==> config.mk <==
export PLATFORM = sky130hd
export DESIGN_NAME = reg_file_mp_flat
export DESIGN_NICKNAME = d
export VERILOG_FILES = /design/src/rtl/reg_file_mp_if.sv /design/src/rtl/reg_file_mp.sv /design/src/flat_wrapper.sv
export SDC_FILE = /design/constraint.sdc
export NUM_CORES = 2
export LEC_CHECK = 0
export CORE_MARGIN = 8
export CORE_UTILIZATION = 35
export DETAILED_ROUTE_END_ITERATION = 8
export DONT_BUFFER_PORTS = 1
export GPL_TIMING_DRIVEN = 1
export PLACE_DENSITY = 0.49
export SLEW_MARGIN = 20
export SYNTH_ARGS = -nofsm -noshare
export SYNTH_HDL_FRONTEND = slang
export SYNTH_SLANG_ARGS = --single-unit
==> constraint.sdc <==
create_clock -name clock -period 3.7 [get_ports clock]
set_clock_uncertainty 0.15 [all_clocks]
set_input_delay 0.37 -clock clock [delete_from_list [all_inputs] [get_ports clock]]
set_output_delay 0.37 -clock clock [all_outputs]
set_load 0.01 [all_outputs]
==> src/rtl/reg_file_mp_if.sv <==
// reg_file_mp_if: write port, read ports and busy flag of the register file
interface reg_file_mp_if #(
  parameter int DATA_WIDTH = 32,
  parameter int ADDR_WIDTH = 5,
  parameter int NUM_READ = 2
);
  logic reg_write;
  logic [ADDR_WIDTH-1:0] write_register;
  logic [DATA_WIDTH-1:0] write_data;
  logic [NUM_READ*ADDR_WIDTH-1:0] read_register;
  logic [NUM_READ*DATA_WIDTH-1:0] read_data;
  logic busy;
  modport master(output reg_write, write_register, write_data, read_register, input read_data, busy);
  modport slave(input reg_write, write_register, write_data, read_register, output read_data, busy);
endinterface

==> src/rtl/reg_file_mp.sv <==
// reg_file_mp: multi-read-port register file with zero register, write bypass and post-reset clear
module reg_file_mp #(
  parameter int DATA_WIDTH = 32,
  parameter int ADDR_WIDTH = 5,
  parameter int NUM_REGS = 32,
  parameter int NUM_READ = 2,
  parameter int ZERO_REG = 1
) (
  input logic clock,
  input logic reset,
  reg_file_mp_if.slave bus
);
  localparam logic [ADDR_WIDTH:0] NREG = (ADDR_WIDTH+1)'(NUM_REGS);
  localparam logic [ADDR_WIDTH:0] LAST = (ADDR_WIDTH+1)'(NUM_REGS - 1);
  typedef enum logic {CLEAR, READY} state_t;
  state_t state_q, state_d;
  logic busy_q, busy_d;
  logic [ADDR_WIDTH-1:0] clr_idx_q, clr_idx_d;
  logic [DATA_WIDTH-1:0] regs_q [NUM_REGS];
  logic [DATA_WIDTH-1:0] regs_d [NUM_REGS];
  logic wr_ok;
  logic [ADDR_WIDTH-1:0] ra;
  logic [NUM_READ*DATA_WIDTH-1:0] rd;
  function automatic logic live(input logic [ADDR_WIDTH-1:0] a);
    return {1'b0, a} < NREG && !(ZERO_REG != 0 && {1'b0, a} == LAST);
  endfunction
  always_comb begin
    wr_ok = !busy_q && bus.reg_write && live(bus.write_register);
    state_d = (state_q == CLEAR && {1'b0, clr_idx_q} == LAST) ? READY : state_q;
    clr_idx_d = state_q == CLEAR ? clr_idx_q + ADDR_WIDTH'(1) : clr_idx_q;
    busy_d = state_d == CLEAR;
    regs_d = regs_q;
    if (state_q == CLEAR) regs_d[clr_idx_q] = '0;
    else if (wr_ok) regs_d[bus.write_register] = bus.write_data;
  end
  always_ff @(posedge clock) begin
    if (reset) begin
      state_q <= CLEAR;
      busy_q <= 1'b1;
      clr_idx_q <= '0;
    end else begin
      state_q <= state_d;
      busy_q <= busy_d;
      clr_idx_q <= clr_idx_d;
      regs_q <= regs_d;
    end
  end
  always_comb begin
    rd = '0;
    ra = '0;
    for (int k = 0; k < NUM_READ; k++) begin
      ra = bus.read_register[k*ADDR_WIDTH +: ADDR_WIDTH];
      rd[k*DATA_WIDTH +: DATA_WIDTH] = (busy_q || !live(ra)) ? '0
                                     : (wr_ok && ra == bus.write_register) ? bus.write_data
                                     : regs_q[ra];
    end
  end
  assign bus.read_data = rd;
  assign bus.busy = busy_q;
endmodule

==> src/flat_wrapper.sv <==
// flat-port wrapper written by rule: the top's interface ports become plain ports
module reg_file_mp_flat 
#(
  parameter int DATA_WIDTH = 32,
  parameter int ADDR_WIDTH = 5,
  parameter int NUM_REGS = 32,
  parameter int NUM_READ = 2,
  parameter int ZERO_REG = 1
)
  (clock, reset, bus_reg_write, bus_write_register, bus_write_data, bus_read_register, bus_read_data, bus_busy);
  reg_file_mp_if #(.DATA_WIDTH(DATA_WIDTH), .ADDR_WIDTH(ADDR_WIDTH), .NUM_READ(NUM_READ)) bus_i ();
  input logic clock;
  input logic reset;
  input wire logic [$bits(bus_i.reg_write)-1:0] bus_reg_write;
  input wire logic [$bits(bus_i.write_register)-1:0] bus_write_register;
  input wire logic [$bits(bus_i.write_data)-1:0] bus_write_data;
  input wire logic [$bits(bus_i.read_register)-1:0] bus_read_register;
  output wire logic [$bits(bus_i.read_data)-1:0] bus_read_data;
  output wire logic [$bits(bus_i.busy)-1:0] bus_busy;
  assign bus_i.reg_write = bus_reg_write;
  assign bus_i.write_register = bus_write_register;
  assign bus_i.write_data = bus_write_data;
  assign bus_i.read_register = bus_read_register;
  assign bus_read_data = bus_i.read_data;
  assign bus_busy = bus_i.busy;
  reg_file_mp #(.DATA_WIDTH(DATA_WIDTH), .ADDR_WIDTH(ADDR_WIDTH), .NUM_REGS(NUM_REGS), .NUM_READ(NUM_READ), .ZERO_REG(ZERO_REG)) u_core (.clock(clock), .reset(reset), .bus(bus_i));
endmodule
==> key figures <==
Outcome
  – Status: finished, violations left
  – Failing checks: setup timing

Yosys
  – Syn Area/Cell: 11.81 µm²
  – Post-synth top flop: edfxtp_1
  – Post-synth top area share: 0.5087
  – Syn_nets: 5173
  – Seq/Total Area, Yosys: 0.5110
  – Synth Register Bits: 1031
  – Synth Area in Compound Gates: 0.1344
  – Ys async rst share: 0
  – Synth Area in Adders: 0.001035
  – Synth unique cells: 50
  – Commonest cells post-synth: nand2_1, edfxtp_1, o21ai_0
  – YS warnings: 0
  – Largest family of logic cells by synthesized area: multiplexers
  – Gate count after technology mapping: 5118
  – Count leader, synth: nand2_1
  – Netlist Area Pre-Place: 60450 µm²
  – Simple-Gate Fraction of Synth Area: 0.08494
  – Xor and xnor area share after synthesis: 0.001884
  – Yosys top cell by area: edfxtp_1
  – EDFF count, synth: 1024
  – Top cells by area, synth: edfxtp_1, mux4_2, o21ai_0
  – Mux contribution to synthesized area: 0.2218

CTS
  – CTS tree: yes
  – Num CTS Buffers: 118
  – Clock sinks: 1031
  – Clk buf depth: 3
  – Latest clock arrival within the worst-skew pair: 0.75 ns
  – Post-CTS Repair Setup Buffers: 0
  – H-tree Lvls: 3
  – Reg clk slew, reported paths: 0.06 ns
  – Clock Tree Root: clkbuf_16

Power
  – Flop pwr share: 0.483
  – Clock share of power: 0.384
  – Pwr dens: 436.8 nW/µm²
  – Logic pwr share: 0.133
  – Switching Fraction: 0.2639
  – Worst VDD drop: 0.3563 mV
  – Sw Pwr: 7790 µW
  – Int Pwr: 21730 µW
  – Tot Pwr: 29520 µW
  – Pleak: 0.02423 µW

STA
  – Tcrit/Tclk final: 1.009
  – Tightest Pin Transition: 1.176 ns
  – Final Setup Violations: 3
  – WHS: 0.05868 ns
  – Final min period: 3.732 ns
  – Pins Over Slew Limit: 0
  – RSZ-0062 raised after global routing: no
  – Headroom to the max-slew limit: 0.2078
  – Fin. Hold Viols: 0
  – Fmax: 0.2680 GHz
  – Final setup margin: -0.03168 ns

Setup path
  – CP Class: primary input to output pin
  – Critical Path RT: 3.18 ns
  – Crit-path cells: buf_16 > buf_16 > mux4_2 > mux2i_1 > nor2_1 > a211oi_2 > a211oi_2
  – Crit path largest cell delay: 0.62 ns
  – Setup crit start kind: primary input
  – Worst path top cell family by delay: multiplexers
  – CP arrival: 3.21 ns
  – Max stage delay cell, worst path: a211oi_2
  – Worst setup EP type: output pin
  – CP Buf/Inv Count: 2
  – CP Max Fanout: 42
  – Flop2flop setup slack: 0.71 ns

Routing
  – Initial DRC count: 6351
  – DRC Markers: 0
  – First-pass DRT Iterations: 7
  – Post-route ant nets: 0
  – DR vias/cell: 6.188
  – Wire length per cell: 34.75 µm
  – Vias: 45760
  – WL final: 257.0 mm

Floorplan
  – Core area: 171500 µm²
  – Die width: 431.6 µm
  – Die ar.: 186300 µm²
  – Initial Util: 0.3524
  – Die Y: 431.6 µm
  – # IOs: 115
  – Site Rows: 152

Global routing
  – Overflow after GRT: 0
  – Largest net degree at the start of global routing: 260
  – Vias in the first global route: 43190
  – Total GRT Usage: 0.2641
  – Initial antenna violation count: 7
  – First-pass GRT wire length: 354.1 mm

Cells and area
  – Nets: 5035
  – Fin area: 67570 µm²
  – Fin util: 0.3939
  – Layout cells sized above 1: 0.2162
  – Final std cells w/o fill: 7395
  – Layout area overhead: 11.78%

Placed design
  – Hpwl dp: 148.5 mm
  – Placed Cells: 7156
  – Placed inst area: 63710 µm²
  – IO buf count: 0
  – Final GP Congestion: 0.9531

Hold path
  – Min-Delay Path Class: primary input to register

Flow run
  – Maximum capacitance violations: 0
[metrics by stage]
stage,setup WS [ns],TNS [ns]
global route,0.001554,0
global placement,0.3201,0
detailed placement,0.4994,0
floorplan,0.08179,0
finish,-0.03168,-0.05996
CTS,0.001026,0
[power groups by stage]
stage,logic [µW],clock network (µW),registers [µW]
after floorplan,2690,0,14300
after global placement,3690,0,14400
after detailed placement,3730,0,14500
after CTS,3750,11500,14200
after global routing,4080,11900,14300
final,3930,11300,14300
[cells by family (layout without fill, tap and decap cells)]
| kind of cell | Yosys count | after routing |
|---|---|---|
| AO/OA/AOI/OAI | 1408 | 1408 |
| AND/OR/NAND/NOR | 1334 | 1334 |
| flip-flops | 1031 | 1031 |
| multiplexers | 769 | 769 |
| buffers and inverters | 558 | 514 |
| XOR/XNOR | 13 | 13 |
| adder cells (fa/ha/maj) | 5 | 5 |
| other | 0 | 11 |
[area by class of cell]
class                      count  area, µm²
fill                       16590     104000
clock buffer                 154       3131
antenna                       11      27.53
sequential                  1031      30890
clock inverter                60      464.2
inverter                      31      116.4
tap                         2310       2890
timing repair buffer         269       2332
multi-input combinational   3529      27720
[worst paths after layout]
kind                        start            endpoint  cells past startpoint
max reg2reg   u_core.clr_idx_q[1]  u_core.regs_q[961]                      8
min reg2reg    u_core.regs_q[699]  u_core.regs_q[699]                      2
max          bus_read_register[0]    bus_read_data[0]                      7
min                         reset   u_core.regs_q[74]                      2
[sequential cells by signal (all words and copies together), names as in the netlist]
register / flops
u_core.bus.busy: 1
u_core.state_q: 1
u_core.clr_idx_q: 5
u_core.regs_q: 1024
[what timing repair did]
| action | CTS | global route |
|---|---|---|
| resized for setup | 5 | 6 |
| pin swaps | 0 | 0 |
| hold endpoints to repair | 170 | 0 |
| cloned | 0 | 2 |
| endpoints found under the setup margin | 4 | 34 |
| hold buffers | 10 | 0 |
[routing by layer]
layer / vias up / GRT usage / wire (µm)
met4: 2 / 0.1586 / 19040
met5: - / 0 / 17
met2: 2712 / 0.4047 / 115200
met3: 457 / 0.05367 / 23740
li1: 19140 / - / -
met1: 23450 / 0.3464 / 99030
[layout by cell type (no fill, tap or decap), drive strengths merged, types with 7 or more instances in the layout]
cell type / instances
a211oi: 124
a21oi: 48
a221oi: 61
a31oi: 16
buf: 257
clkbuf: 156
clkinv: 50
dfxtp: 7
diode: 11
dlygate4sd3: 10
edfxtp: 1024
inv: 33
mux2: 63
mux2i: 256
mux4: 450
nand2: 1129
nand3b: 7
nor2: 162
nor2b: 11
o21ai: 1150
xnor2: 11
Power figures use the tool's default switching activity.
